==> src/rtl/if_fetch_pkg.sv <==
// rtl/if_fetch_pkg.sv - shared types and constants for the instruction-fetch stage
//
// Purpose: widths, the NOP encoding, fetch FSM state codes and the FIFO entry
// layout used by if_fetch and if_fetch_fifo.
// Ports: none (package).

package if_fetch_pkg;

    localparam int ADDR_W = 32;
    localparam int INST_W = 32;

    localparam logic [INST_W-1:0] NOP_INST         = 32'h0000_0013;
    localparam logic [ADDR_W-1:0] RESET_PC_DEFAULT = 32'h0000_0000;

    typedef enum logic [1:0] {
        IF_IDLE = 2'd0,
        IF_REQ  = 2'd1,
        IF_WAIT = 2'd2
    } if_state_e;

    typedef struct packed {
        logic [ADDR_W-1:0] pc;
        logic [INST_W-1:0] inst;
    } fetch_entry_t;

    // Instruction addresses are always word aligned; the low two bits are dropped.
    function automatic logic [ADDR_W-1:0] word_align(input logic [ADDR_W-1:0] addr);
        return addr & ~ADDR_W'(3);
    endfunction

endpackage

==> src/rtl/if_fetch_fifo.sv <==
// rtl/if_fetch_fifo.sv - synchronous {pc, inst} buffer between memory and the IF/ID register
//
// Purpose: small power-of-two FIFO holding fetched instructions with their address.
// Ports:
//   clk, rst    clock, synchronous active-high reset
//   push        write push_data this cycle
//   push_data   {pc, inst} entry
//   pop         drop the head entry this cycle
//   flush       empty the FIFO; wins over push and pop
//   head        current head entry (valid when count != 0)
//   count       number of stored entries

import if_fetch_pkg::*;

module if_fetch_fifo #(
    parameter int DEPTH = 2
) (
    input  logic                       clk,
    input  logic                       rst,
    input  logic                       push,
    input  fetch_entry_t               push_data,
    input  logic                       pop,
    input  logic                       flush,
    output fetch_entry_t               head,
    output logic [$clog2(DEPTH):0]     count
);

    localparam int PTR_W = $clog2(DEPTH);
    localparam int CNT_W = PTR_W + 1;

    fetch_entry_t       storage [DEPTH];
    logic [PTR_W-1:0]   rd_ptr;
    logic [PTR_W-1:0]   wr_ptr;

    // Storage needs no reset: entries are only visible through count.
    always_ff @(posedge clk) begin
        if (push && !flush) begin
            storage[wr_ptr] <= push_data;
        end
    end

    // Pointers wrap naturally because DEPTH is a power of two.
    always_ff @(posedge clk) begin
        if (rst || flush) begin
            rd_ptr <= '0;
            wr_ptr <= '0;
            count  <= '0;
        end else begin
            if (push) begin
                wr_ptr <= wr_ptr + PTR_W'(1);
            end
            if (pop) begin
                rd_ptr <= rd_ptr + PTR_W'(1);
            end
            count <= count + CNT_W'(push) - CNT_W'(pop);
        end
    end

    assign head = storage[rd_ptr];

endmodule

==> src/rtl/if_fetch.sv <==
// rtl/if_fetch.sv - instruction-fetch stage: PC, memory req/gnt/rvalid FSM, instruction buffer
//
// Purpose: owns the fetch PC, issues one word read at a time, buffers returned
// words and presents them to the IF/ID register; holds under stall, redirects on branch.
// Ports:
//   clk, rst          clock, synchronous active-high reset
//   stall_i           downstream cannot accept the head instruction
//   branch_en_i       single-cycle redirect pulse
//   branch_target_i   redirect address (low two bits ignored)
//   mem_req_o         read request, held until mem_gnt_i
//   mem_addr_o        word-aligned request address
//   mem_gnt_i         request accepted
//   mem_rvalid_i      read data valid, in order, at least one cycle after grant
//   mem_rdata_i       read data
//   pc_o, inst_o      head instruction and its address (0 / NOP when invalid)
//   inst_valid_o      pc_o/inst_o carry a real fetched instruction

import if_fetch_pkg::*;

module if_fetch #(
    parameter logic [31:0] RESET_PC   = RESET_PC_DEFAULT,
    parameter int          FIFO_DEPTH = 2
) (
    input  logic         clk,
    input  logic         rst,
    input  logic         stall_i,
    input  logic         branch_en_i,
    input  logic [31:0]  branch_target_i,
    output logic         mem_req_o,
    output logic [31:0]  mem_addr_o,
    input  logic         mem_gnt_i,
    input  logic         mem_rvalid_i,
    input  logic [31:0]  mem_rdata_i,
    output logic [31:0]  pc_o,
    output logic [31:0]  inst_o,
    output logic         inst_valid_o
);

    localparam int CNT_W = $clog2(FIFO_DEPTH) + 1;

    if_state_e          state;
    if_state_e          state_next;
    logic [ADDR_W-1:0]  fetch_pc;
    logic [ADDR_W-1:0]  fetch_pc_next;
    logic [ADDR_W-1:0]  req_addr;
    logic               discard;
    logic               discard_next;

    logic               push;
    logic               pop;
    logic [CNT_W-1:0]   count;
    logic [CNT_W-1:0]   count_after;
    fetch_entry_t       head;
    fetch_entry_t       push_data;
    logic [ADDR_W-1:0]  target;

    assign target = word_align(branch_target_i);

    // A redirect flushes the buffer, so it also suppresses this cycle's push and pop.
    assign push        = (state == IF_WAIT) && mem_rvalid_i && !discard && !branch_en_i;
    assign pop         = inst_valid_o && !stall_i && !branch_en_i;
    assign count_after = count + CNT_W'(push) - CNT_W'(pop);
    assign push_data   = '{pc: req_addr, inst: mem_rdata_i};

    if_fetch_fifo #(
        .DEPTH (FIFO_DEPTH)
    ) u_fifo (
        .clk       (clk),
        .rst       (rst),
        .push      (push),
        .push_data (push_data),
        .pop       (pop),
        .flush     (branch_en_i),
        .head      (head),
        .count     (count)
    );

    always_comb begin
        state_next    = state;
        fetch_pc_next = fetch_pc;
        discard_next  = discard;

        case (state)
            IF_IDLE: begin
                // Nothing outstanding here, so a free slot only depends on count.
                if (branch_en_i || (count < CNT_W'(FIFO_DEPTH))) begin
                    state_next = IF_REQ;
                end
            end
            IF_REQ: begin
                if (mem_gnt_i) begin
                    state_next = IF_WAIT;
                    // After an earlier redirect fetch_pc already holds the target.
                    if (!discard) begin
                        fetch_pc_next = fetch_pc + 32'd4;
                    end
                end
                // The request address stays put; its response is dropped instead.
                if (branch_en_i) begin
                    discard_next = 1'b1;
                end
            end
            IF_WAIT: begin
                if (mem_rvalid_i) begin
                    // The single outstanding response is consumed either way.
                    discard_next = 1'b0;
                    if (branch_en_i || (count_after < CNT_W'(FIFO_DEPTH))) begin
                        state_next = IF_REQ;
                    end else begin
                        state_next = IF_IDLE;
                    end
                end else if (branch_en_i) begin
                    discard_next = 1'b1;
                end
            end
            default: begin
                state_next = IF_IDLE;
            end
        endcase

        if (branch_en_i) begin
            fetch_pc_next = target;
        end
    end

    always_ff @(posedge clk) begin
        if (rst) begin
            state    <= IF_IDLE;
            fetch_pc <= RESET_PC;
            discard  <= 1'b0;
        end else begin
            state    <= state_next;
            fetch_pc <= fetch_pc_next;
            discard  <= discard_next;
        end
    end

    // The request address is captured when a request starts and frozen until the
    // response returns; it is also the pc tagged onto the pushed word.
    always_ff @(posedge clk) begin
        if (rst) begin
            req_addr <= RESET_PC;
        end else if ((state_next == IF_REQ) && (state != IF_REQ)) begin
            req_addr <= fetch_pc_next;
        end
    end

    assign mem_req_o    = (state == IF_REQ);
    assign mem_addr_o   = req_addr;
    assign inst_valid_o = (count != '0);
    assign pc_o         = inst_valid_o ? head.pc   : '0;
    assign inst_o       = inst_valid_o ? head.inst : NOP_INST;

endmodule
==> config.mk <==
export PLATFORM = sky130hd
export DESIGN_NAME = if_fetch
export DESIGN_NICKNAME = d
export VERILOG_FILES = /design/src/rtl/if_fetch_pkg.sv /design/src/rtl/if_fetch_fifo.sv /design/src/rtl/if_fetch.sv
export SDC_FILE = /design/constraint.sdc
export NUM_CORES = 1
export LEC_CHECK = 0
export BUFFER_PORTS_ARGS = -buffer_cell sky130_fd_sc_hd__buf_4
export CAP_MARGIN = 0
export CORE_UTILIZATION = 45
export CTS_CLUSTER_DIAMETER = 30
export CTS_CLUSTER_SIZE = 25
export DETAILED_ROUTE_END_ITERATION = 10
export HOLD_SLACK_MARGIN = 0.03
export PLACE_DENSITY = 0.76
export SLEW_MARGIN = 20
export SYNTH_ARGS = -nofsm -noshare
export SYNTH_HDL_FRONTEND = slang
export SYNTH_SLANG_ARGS = --single-unit
==> constraint.sdc <==
create_clock -name clk -period 9.19 [get_ports clk]
set_input_delay 1.838 -clock clk [delete_from_list [all_inputs] [get_ports clk]]
set_output_delay 1.838 -clock clk [all_outputs]
set_load 0.01 [all_outputs]
* Word-level counts from Yosys, hierarchy flattened
Memories as Yosys holds them, arrays and structs flattened. A register that Yosys moved wholly into a read port is not among the register bits.
Index checks and enable logic that the tools add are counted.
** Cells by class
- Add/sub/neg operators :: 5
- Multipliers :: 0
- Div/mod/pow operators :: 0
- $lt $le $gt $ge :: 2
- Eq/ne operators :: 4
- Shifts and indexed selects :: 0
- Muxes and demuxes :: 18
- Bitwise operators :: 0
- Reductions and logical operators :: 16
** Operator list (number)
- 32-bit two-way mux :: 6
- 32-bit by 3-bit adder with 32-bit output, second input constant :: 1
- 1-bit logical AND :: 7
- 1-bit two-way mux :: 7
- 2-bit two-way mux :: 3
- 2-bit one-hot mux with 3 select lines :: 1
- 2-bit by 1-bit equality test with 1-bit output, second input constant :: 2
- 2-bit < comparator, second input constant :: 2
- 2-bit nonzero test :: 2
- 1-bit logical NOT :: 3
- 1-bit logical OR :: 3
- 1-bit adder, second input constant :: 2
- 2-bit by 1-bit adder with 2-bit output :: 1
- 2-bit equality test, second input constant :: 1
- 2-bit logical NOT :: 1
- 2-bit by 1-bit != test with 1-bit output, second input constant :: 1
- 1-bit one-hot mux with 2 select lines :: 1
- 2-bit by 1-bit subtractor with 2-bit output :: 1
** Word-level totals
- Bits in registers :: 71
- Latch bits :: 0
- Bits in writable memories :: 128
- ROM bits :: 0
- Memories :: 1
** Memory list
- u_fifo.storage :: depth 2, width 64, rd ports 1, clocked after memory_dff 1, wr ports 1, line if_fetch_fifo.sv:31 : fetch_entry_t storage [DEPTH];

* Depth between registers and ports, before layout
Gate-level depths: netlist of the first run.
- Depth after elaboration :: 13
- Mapped depth :: 13
- Depth with buffers taken out :: 11

* Modules after synthesis
A second synthesis of the first run with hierarchy kept.
** Unflattened totals
- Cells, all modules :: 688
- Area total of the unflattened synthesis :: 9011.1 sq um
** Modules (own cells, without submodules)
- if_fetch_fifo :: instances 1, cells each 218, area an instance 5137.4 sq um
- if_fetch :: instances 1, cells each 470, area an instance 3873.7 sq um

* Least setup slack after synthesis of the first run
Ideal clock, no wire load.
- Kind :: input to register
- Start :: input branch_en_i
- End :: memory u_fifo.storage[0][0] in the netlist's numbering (enable)
- Library setup time :: 0.644 ns
- Data arrival time :: 8.361 ns
- Path slack :: 0.184 ns
- Stages :: 3
- Cell sequence :: clkbuf_1 > buf_1 > nor4_1
** Between the ends
- Word-level cells in the longest chain between the ends :: 5
** Ends and longest elaborated chain
- from (decl) :: line if_fetch.sv:27 : input logic branch_en_i,
- 1-bit logical NOT (*) :: line if_fetch_fifo.sv:37, if_fetch.sv:60
- 1-bit logical AND :: line if_fetch.sv:60 : assign push = (state == IF_WAIT) && mem_rvalid_i && !discard && !branch_en_i;
- 1-bit logical AND (*) :: line if_fetch_fifo.sv:37 : if (push && !flush) begin
- 1-bit two-way mux (*) :: line if_fetch_fifo.sv:37
- 1-bit two-way mux (implied by the code) (*) :: line if_fetch_fifo.sv:38 : storage[wr_ptr] <= push_data;
- to (decl) :: line if_fetch_fifo.sv:31
Mark *: on every way between the ends. The rest lies on a longest branch, timed or not.

* Worst setup path in the final report of the first run
- Start :: input branch_en_i
- End :: register req_addr[28], in the netlist mem_addr_o[28]
** RTL lines
- 1-bit logical NOT :: line if_fetch.sv:61 : assign pop = inst_valid_o && !stall_i && !branch_en_i;
- 1-bit logical AND :: line if_fetch.sv:61
- via pop :: line if_fetch.sv:50 : logic pop;
- 2-bit by 1-bit subtractor with 2-bit output :: line if_fetch.sv:62 : assign count_after = count + CNT_W'(push) - CNT_W'(pop);
- 2-bit < comparator :: line if_fetch.sv:107 : if (branch_en_i || (count_after < CNT_W'(FIFO_DEPTH))) begin
- 1-bit logical OR :: line if_fetch.sv:107
- 1-bit two-way mux :: line if_fetch.sv:107
- 2-bit two-way mux :: line if_fetch.sv:104 : if (mem_rvalid_i) begin
- 2-bit one-hot mux with 3 select lines :: line if_fetch.sv:83 : case (state)
- 2-bit by 1-bit equality test with 1-bit output :: line if_fetch.sv:143 : end else if ((state_next == IF_REQ) && (state != IF_REQ)) begin
- 1-bit logical AND :: line if_fetch.sv:143
- to (signal assigned) :: line if_fetch.sv:144 : req_addr <= fetch_pc_next;
- to (decl) :: line if_fetch.sv:45 : logic [ADDR_W-1:0] req_addr;
The timed path passes the listed nets, and every way through them passes these cells.
A chain may end at the register's enable or synchronous reset.

==> load_flow_metrics.sql, run 1 <==
INSERT INTO impl_metrics (metric_group, metric, value, unit) VALUES
('worst_setup_path', 'crit-reg2reg-launch', 'state[0]$_SDFF_PP0_', ''),
('synth', 'number_of_enable_type_register_cells_in_the_synthesized_netlist', '128', ''),
('cts', 'hold_buffers', '0', ''),
('timing', 'timing.final.crit_period', '4.37', 'ns'),
('worst_setup_path', 'setup.worst_path.end_class', 'flop', ''),
('cts', 'clk_path_buf_depth', '2', ''),
('min_path', 'hold-path-endpoint', 'fetch_pc[1]$_SDFF_PP0_', ''),
('grt', 'grt_pass1_vias', '5258', ''),
('cts', 'clk_transition_reported_paths', '0.07', 'ns'),
('placement', 'place_congestion', '0.820', ''),
('worst_setup_path', 'crit_path_max_incr_delay', '0.44', 'ns'),
('synth', 'post_synth_instance_area', '8090', 'um^2'),
('placement', 'io_buffer_count', '165', ''),
('final_layout', 'nNetsFinal', '885', ''),
('grt', 'antenna_found_initial', '0', ''),
('final_layout', 'fill_cells', '1437', ''),
('status', 'status', 'finished, final reports clean', ''),
('route', 'average_wire_per_standard_cell', '16.5', 'um'),
('pwr', 'pwr_density_cell', '191', 'nW/um^2'),
('grt', 'maximum_number_of_pins_on_one_net_before_global_route_repair', '65', ''),
('synth', 'mappedNetlistNets', '729', ''),
('timing', 'setup_tns', '0', 'ns'),
('timing', 'worst-slew-pin-transition', '1.06', 'ns'),
('cts', 'cts_buffers', '17', ''),
('grt', 'first_pass_grt_wire_length', '27000', 'um'),
('worst_setup_path', 'reg2reg_to', 'mem_addr_o[28]$_SDFFE_PP0P_', ''),
('route', 'firstDrtPassIters', '4', ''),
('route', 'route.vias.total', '5392', ''),
('final_layout', 'area_growth_syn_to_layout', '25.5', '%'),
('route', 'antenna_violating_nets_post_route', '0', ''),
('min_path', 'whs_path_depth', '1', ''),
('final_layout', 'layoutNonFillerInstCount', '1046', ''),
('synth', 'synth_largest_area_cell', 'sky130_fd_sc_hd__edfxtp_1', ''),
('worst_setup_path', 'type_of_the_setup_path_with_the_least_slack', 'in -> reg', ''),
('cts', 'post_cts_resize_count', '0', ''),
('synth', 'synth_seq_area_share', '65.3', '%'),
('final_layout', 'post-route-cell-area', '10200', 'um^2'),
('placement', 'dp_hpwl', '11300', 'um'),
('synth', 'avgSynthCellArea', '12.4', 'um^2'),
('timing', 'timing.clock.skew', '0.00545', 'ns'),
('route', 'drt-initial-drc-count', '355', ''),
('placement', 'place_area', '9550', 'um^2'),
('synth', 'synth_top_cell_area_share', '47.5', '%'),
('worst_setup_path', 'timing.critical_path.arrival', '4.68', 'ns'),
('timing', 'final_number_of_max_transition_violations', '0', ''),
('die', 'die_span_in_x', '136', 'um'),
('timing', 'max_clock_freq', '229', 'MHz'),
('die', 'top_level_ports', '168', ''),
('synth', 'yosys_warnings', '0', ''),
('die', 'initial_core_util', '46.5', '%'),
('timing', 'slew_headroom', '29.3', '%'),
('synth', 'synthCells', '652', ''),
('die', 'coreArea', '17400', 'um^2'),
('timing', 'finalSetupViolations', '0', ''),
('pwr', 'power.total', '0.00194', 'W'),
('timing', 'grt_setup_unrepaired', 'false', ''),
('final_layout', 'layout.cells.most_common', 'sky130_fd_sc_hd__buf_4', ''),
('timing', 'timing.final.crit_share', '47.6', '%'),
('synth', 'synthArstFlopShare', '0', '%'),
('final_layout', 'multiInputGateArea', '2630', 'um^2'),
('synth', 'netlist_top_cells_area', 'sky130_fd_sc_hd__edfxtp_1 47%, sky130_fd_sc_hd__dfxtp_1 18%, sky130_fd_sc_hd__mux2i_1 8.4%', ''),
('die', 'chipHeight', '136', 'um'),
('final_layout', 'antenna_cells_inserted', '0', ''),
('cts', 'cts.repair_timing.setup_buffer_count', '0', ''),
('die', 'cell_rows', '48', ''),
('final_layout', 'ff_latch_area', '5290', 'um^2'),
('synth', 'yosysUniqueCellTypes', '47', ''),
('final_layout', 'mostFrequentLayoutCells', '170 x sky130_fd_sc_hd__buf_4, 128 x sky130_fd_sc_hd__edfxtp_1, 105 x sky130_fd_sc_hd__nor2_1, 71 x sky130_fd_sc_hd__dfxtp_1, 68 x sky130_fd_sc_hd__mux2i_1', ''),
('cts', 'htree_num_levels', '4', ''),
('placement', 'preCtsSetupSlack', '4.38', 'ns'),
('grt', 'grt_overflow_total', '0', '');
## synthesized netlist by cell type, drive strengths merged (10+ instances only)
| library cell | count |
|---|---|
| nand3 | 12 |
| inv | 20 |
| dfxtp | 72 |
| nand2 | 32 |
| o22a | 11 |
| xnor2 | 17 |
| buf | 10 |
| edfxtp | 128 |
| xor2 | 14 |
| a21oi | 16 |
| nand2b | 11 |
| clkbuf | 23 |
| nor2 | 106 |
| mux2i | 68 |
| nor3 | 17 |
## sequential cells by signal (all words and copies together), names as in the netlist, named ones only
register,flops
mem_addr_o,32
discard,1
u_fifo.storage,128
fetch_pc,32
u_fifo.count,2
u_fifo.rd_ptr,1
state,2
u_fifo.wr_ptr,1
## area by class of cell
cell class	count	share of cell area (%)
well taps	225	2.77
multi-input cells	399	25.9
flip-flops and latches	200	52.1
inverters	20	0.739
clock inverters	11	1.02
clock buffers	21	4.95
repair buffers	170	12.6
## metal layers
layer | vias to the layer above | global-route usage (%) | share of wire, % | wire length [um]
li1 | 2671 | - | - | -
met1 | 2556 | 25.8 | 46 | 7890
met2 | 155 | 31.2 | 47 | 8090
met3 | 10 | 4.03 | 6.3 | 1080
met4 | 0 | 5.19 | 0.83 | 142
met5 | - | 0 | 0 | 0
## cell families after synthesis
| logic type | after synthesis | share of synthesized area, % |
|---|---|---|
| AND/OR/NAND/NOR | 230 | 13.6 |
| flip-flops | 200 | 65.3 |
| multiplexers | 68 | 8.41 |
| AO/OA/AOI/OAI | 63 | 5.77 |
| buffers and inverters | 53 | 2.54 |
| XOR/XNOR | 31 | 3.35 |
| adder cells (fa/ha/maj) | 7 | 1.08 |
## critical path: cells and delay by family
family / cells / cell delay, ns
buffers and inverters: 4 / 0.96
AND/OR/NAND/NOR: 2 / 0.44
XOR/XNOR: 2 / 0.24
AO/OA/AOI/OAI: 3 / 0.73
adder cells (fa/ha/maj): 2 / 0.44
## per-stage QoR
| step | hold slack [ns] | utilization [%] |
|---|---|---|
| 2_1_floorplan | 0.429 | - |
| 3_3_place_gp | 0.450 | 54.8 |
| 6_report | 0.468 | 58.3 |
| 5_1_grt | 0.499 | 58.3 |
| 3_5_place_dp | 0.453 | 54.8 |
| 4_1_cts | 0.475 | 58.3 |
## worst max-delay path by stage
stage | startpoint | end | cells past startpoint
after detailed placement | branch_en_i | mem_addr_o[27]$_SDFFE_PP0P_ | 13
final | branch_en_i | mem_addr_o[28]$_SDFFE_PP0P_ | 13
after CTS | branch_en_i | mem_addr_o[27]$_SDFFE_PP0P_ | 13
after global routing | branch_en_i | mem_addr_o[27]$_SDFFE_PP0P_ | 13
after global placement | branch_en_i | mem_addr_o[28]$_SDFFE_PP0P_ | 13
after floorplan | branch_en_i | u_fifo.storage[0][0]$_DFFE_PP_ | 3
## report_power, final
part           internal [W]  switching, W  leakage [nW]
logic             0.0000799     0.0000822          1.74
registers          0.000994     0.0000370          1.75
clock network      0.000425      0.000323         0.306
Power figures use the tool's default switching activity.
==> run 2: changes to the inputs <==
==> constraint.sdc (replaced) <==
create_clock -name clk -period 3.6 [get_ports clk]
set_input_delay 0.72 -clock clk [delete_from_list [all_inputs] [get_ports clk]]
set_output_delay 0.72 -clock clk [all_outputs]
set_load 0.01 [all_outputs]
==> run 2 against run 1 <==
Against the previous run: final area rose by 0.55%; clock power up 140%; hold slack got worse by 0.0072 ns; power increased to 2.5 times the previous value; combinational power grew to 2.6 times the previous value; global-route usage grew 0.12 points; setup slack lost 4.5 ns; critical path type is now reg -> reg; critical endpoint is now mem_addr_o[10]$_SDFFE_PP0P_; sequential share of layout area down 0.29 points; non-clock buffer count is 5 higher; sequential power rose to 2.6 times the previous value.
==> load_flow_metrics.sql, run 2 (synthesis gave the netlist of run 1 again) <==
INSERT INTO impl_metrics (metric_group, metric, value, unit) VALUES
('pwr', 'leakagePower', '3.81', 'nW'),
('die', 'dieArea', '18500', 'um^2'),
('worst_setup_path', 'type_of_the_setup_path_with_the_least_slack', 'reg -> reg', ''),
('timing', 'setup_tns', '0', 'ns'),
('worst_setup_path', 'timing.critical_path.arrival', '3.60', 'ns'),
('timing', 'slew_headroom', '48.4', '%'),
('worst_setup_path', 'startpoint', 'state[0]$_SDFF_PP0_', ''),
('placement', 'dp.cells', '1019', ''),
('pwr', 'pwr_density_cell', '477', 'nW/um^2'),
('cts', 'cts_buffers', '17', ''),
('cts', 'clk_root_buffer_cell', 'sky130_fd_sc_hd__clkbuf_16', ''),
('timing', 'worst-slew-pin-transition', '0.768', 'ns'),
('timing', 'timing.final.crit_period', '3.26', 'ns'),
('timing', 'report.final.hold_viol_count', '0', ''),
('die', 'top_level_ports', '168', ''),
('timing', 'max_clock_freq', '306', 'MHz'),
('die', 'cell_rows', '48', ''),
('grt', 'maximum_number_of_pins_on_one_net_before_global_route_repair', '65', ''),
('final_layout', 'finish.utilization', '58.6', '%'),
('route', 'route.vias.total', '5442', ''),
('final_layout', 'area_growth_syn_to_layout', '26.2', '%'),
('final_layout', 'nNetsFinal', '890', ''),
('timing', 'finalSetupViolations', '0', ''),
('final_layout', 'largest_register_ff_count', '128', ''),
('worst_setup_path', 'setup.worst_path.end_class', 'flop', ''),
('worst_setup_path', 'r2r_slack', '0.34', 'ns'),
('route', 'antenna_violating_nets_post_route', '0', ''),
('timing', 'timing.final.crit_share', '90.7', '%'),
('final_layout', 'mostFrequentLayoutCells', '171 x sky130_fd_sc_hd__buf_4, 128 x sky130_fd_sc_hd__edfxtp_1, 104 x sky130_fd_sc_hd__nor2_1, 71 x sky130_fd_sc_hd__dfxtp_1, 68 x sky130_fd_sc_hd__mux2i_1', ''),
('die', 'coreArea', '17400', 'um^2'),
('worst_setup_path', 'reg2reg_to', 'mem_addr_o[10]$_SDFFE_PP0P_', ''),
('worst_setup_path', 'worst_setup_path_start_kind', 'flop', ''),
('placement', 'io_buffer_count', '165', ''),
('cts', 'clkLatencyLatePin', '0.42', 'ns'),
('pwr', 'worst_ir_drop_vdd', '0.330', 'mV'),
('status', 'status', 'finished, final reports clean', ''),
('min_path', 'hp-class', 'reg -> reg', ''),
('placement', 'preCtsSetupSlack', '0.0596', 'ns'),
('placement', 'place_congestion', '0.843', ''),
('worst_setup_path', 'crit-reg2reg-launch', 'state[0]$_SDFF_PP0_', ''),
('timing', 'fin_hold_ws', '0.461', 'ns'),
('cts', 'post_cts_resize_count', '0', ''),
('grt', 'grt_pass1_vias', '5248', ''),
('cts', 'htree_num_levels', '4', ''),
('final_layout', 'antenna_cells_inserted', '0', ''),
('worst_setup_path', 'timing.critical_path.fanout_max', '38', ''),
('route', 'average_wire_per_standard_cell', '16.6', 'um'),
('worst_setup_path', 'worstRegToRegCells', '12', ''),
('timing', 'worst_slack', '0.335', 'ns'),
('route', 'firstDrtPassIters', '4', ''),
('grt', 'grtUsageTotal', '19.3', '%'),
('cts', 'tritoncts_num_sinks', '200', ''),
('cts', 'cts_tree', 'yes', ''),
('timing', 'grt_setup_unrepaired', 'false', ''),
('final_layout', 'fill_cells', '1460', ''),
('route', 'via_per_inst', '5.18', ''),
('cts', 'hold_buffers', '0', ''),
('placement', 'dp_hpwl', '11700', 'um'),
('die', 'chipHeight', '136', 'um'),
('cts', 'clk_path_buf_depth', '2', ''),
('grt', 'first_pass_grt_wire_length', '27200', 'um'),
('final_layout', 'ff_latch_area', '5290', 'um^2'),
('final_layout', 'layout.cells.most_common', 'sky130_fd_sc_hd__buf_4', ''),
('run', 'max_cap_viol_count', '0', ''),
('cts', 'cts.repair_timing.setup_buffer_count', '0', ''),
('final_layout', 'layoutNonFillerInstCount', '1051', ''),
('final_layout', 'max_flop_register', 'u_fifo.storage', ''),
('grt', 'grt_overflow_total', '0', ''),
('route', 'drc_errors', '0', ''),
('final_layout', 'post_route_cells_drive_above_1_share', '26.0', '%'),
('route', 'route.final.wire_length', '17400', 'um'),
('grt', 'antenna_found_initial', '0', ''),
('route', 'drt-initial-drc-count', '320', ''),
('die', 'initial_core_util', '46.5', '%'),
('timing', 'final_number_of_max_transition_violations', '0', ''),
('worst_setup_path', 'crit_end', 'mem_addr_o[10]$_SDFFE_PP0P_', ''),
('cts', 'clk_transition_reported_paths', '0.07', 'ns'),
('timing', 'timing.clock.skew', '0.0130', 'ns'),
('die', 'die_span_in_x', '136', 'um'),
('worst_setup_path', 'critPathRequiredTime', '3.93', 'ns'),
('final_layout', 'multiInputGateArea', '2640', 'um^2');
==> run 2: changes by cell type in the layout (fill, tap and decap cells not counted) <==
cell / change
sky130_fd_sc_hd__and2_2: +1
sky130_fd_sc_hd__and2_4: -1
sky130_fd_sc_hd__buf_12: +4
sky130_fd_sc_hd__buf_4: +1
sky130_fd_sc_hd__bufinv_16: +1
sky130_fd_sc_hd__clkbuf_1: +4
sky130_fd_sc_hd__clkbuf_16: -2
sky130_fd_sc_hd__clkbuf_8: -2
sky130_fd_sc_hd__clkinv_4: +4
sky130_fd_sc_hd__inv_6: -5
sky130_fd_sc_hd__nor2_1: -1
sky130_fd_sc_hd__nor2_2: +1
sky130_fd_sc_hd__nor4_2: -1
sky130_fd_sc_hd__nor4_4: +1
==> run 2: per-stage QoR <==
stage	power, W	area (um^2)
2_1_floorplan	0.00287	8110
3_5_place_dp	0.00310	9650
3_3_place_gp	0.00309	9640
5_1_grt	0.00506	10200
6_report	0.00487	10200
4_1_cts	0.00492	10200
==> run 2: critical path, stage by stage, from the launching register on <==
cell and delay [ns]:
sky130_fd_sc_hd__dfxtp_1 0.37, sky130_fd_sc_hd__inv_1 0.10, sky130_fd_sc_hd__ha_1 0.21, sky130_fd_sc_hd__nand2_1 0.12, sky130_fd_sc_hd__nor3_1 0.32, sky130_fd_sc_hd__ha_1 0.23
sky130_fd_sc_hd__xnor2_1 0.13, sky130_fd_sc_hd__xnor2_1 0.10, sky130_fd_sc_hd__a2bb2oi_1 0.16, sky130_fd_sc_hd__a2111oi_2 0.44, sky130_fd_sc_hd__buf_4 0.46, sky130_fd_sc_hd__nand2_1 0.27
sky130_fd_sc_hd__o22ai_1 0.23
==> run 2: worst min path at each step <==
stage                     slack [ns]  cells past startpoint                         endpoint                   start
after floorplan                 0.43                      1           fetch_pc[0]$_SDFF_PP0_  fetch_pc[0]$_SDFF_PP0_
after global placement          0.45                      1           fetch_pc[1]$_SDFF_PP0_  fetch_pc[1]$_SDFF_PP0_
after detailed placement        0.45                      1           fetch_pc[1]$_SDFF_PP0_  fetch_pc[1]$_SDFF_PP0_
after CTS                       0.46                      1  u_fifo.storage[1][25]$_DFFE_PP_         mem_rdata_i[25]
after global routing            0.46                      1  u_fifo.storage[1][25]$_DFFE_PP_         mem_rdata_i[25]
final                           0.46                      1           fetch_pc[0]$_SDFF_PP0_  fetch_pc[0]$_SDFF_PP0_
==> run 2: layout make-up <==
type	count	area share (%)
Clock inverter	11	1.23
Inverter	20	0.735
Sequential cell	200	51.8
Timing Repair Buffer	175	13.4
Tap cell	225	2.76
Clock buffer	21	4.31
Multi-Input combinational cell	399	25.8
==> run 2: layer usage <==
metal / vias to the layer above / GRT usage [%] / wire [um]
met5: - / 0 / 0
met4: 0 / 6.36 / 150
met3: 11 / 3.80 / 1000
met2: 138 / 30.3 / 8200
met1: 2620 / 26.5 / 8080
li1: 2673 / - / -
==> run 2: where the power goes <==
group / switching, W / internal, W / total (W)
Sequential: 0.0000968 / 0.00254 / 0.00264
Clock: 0.000793 / 0.00103 / 0.00182
Combinational: 0.000213 / 0.000204 / 0.000417
Total: 0.00110 / 0.00377 / 0.00487
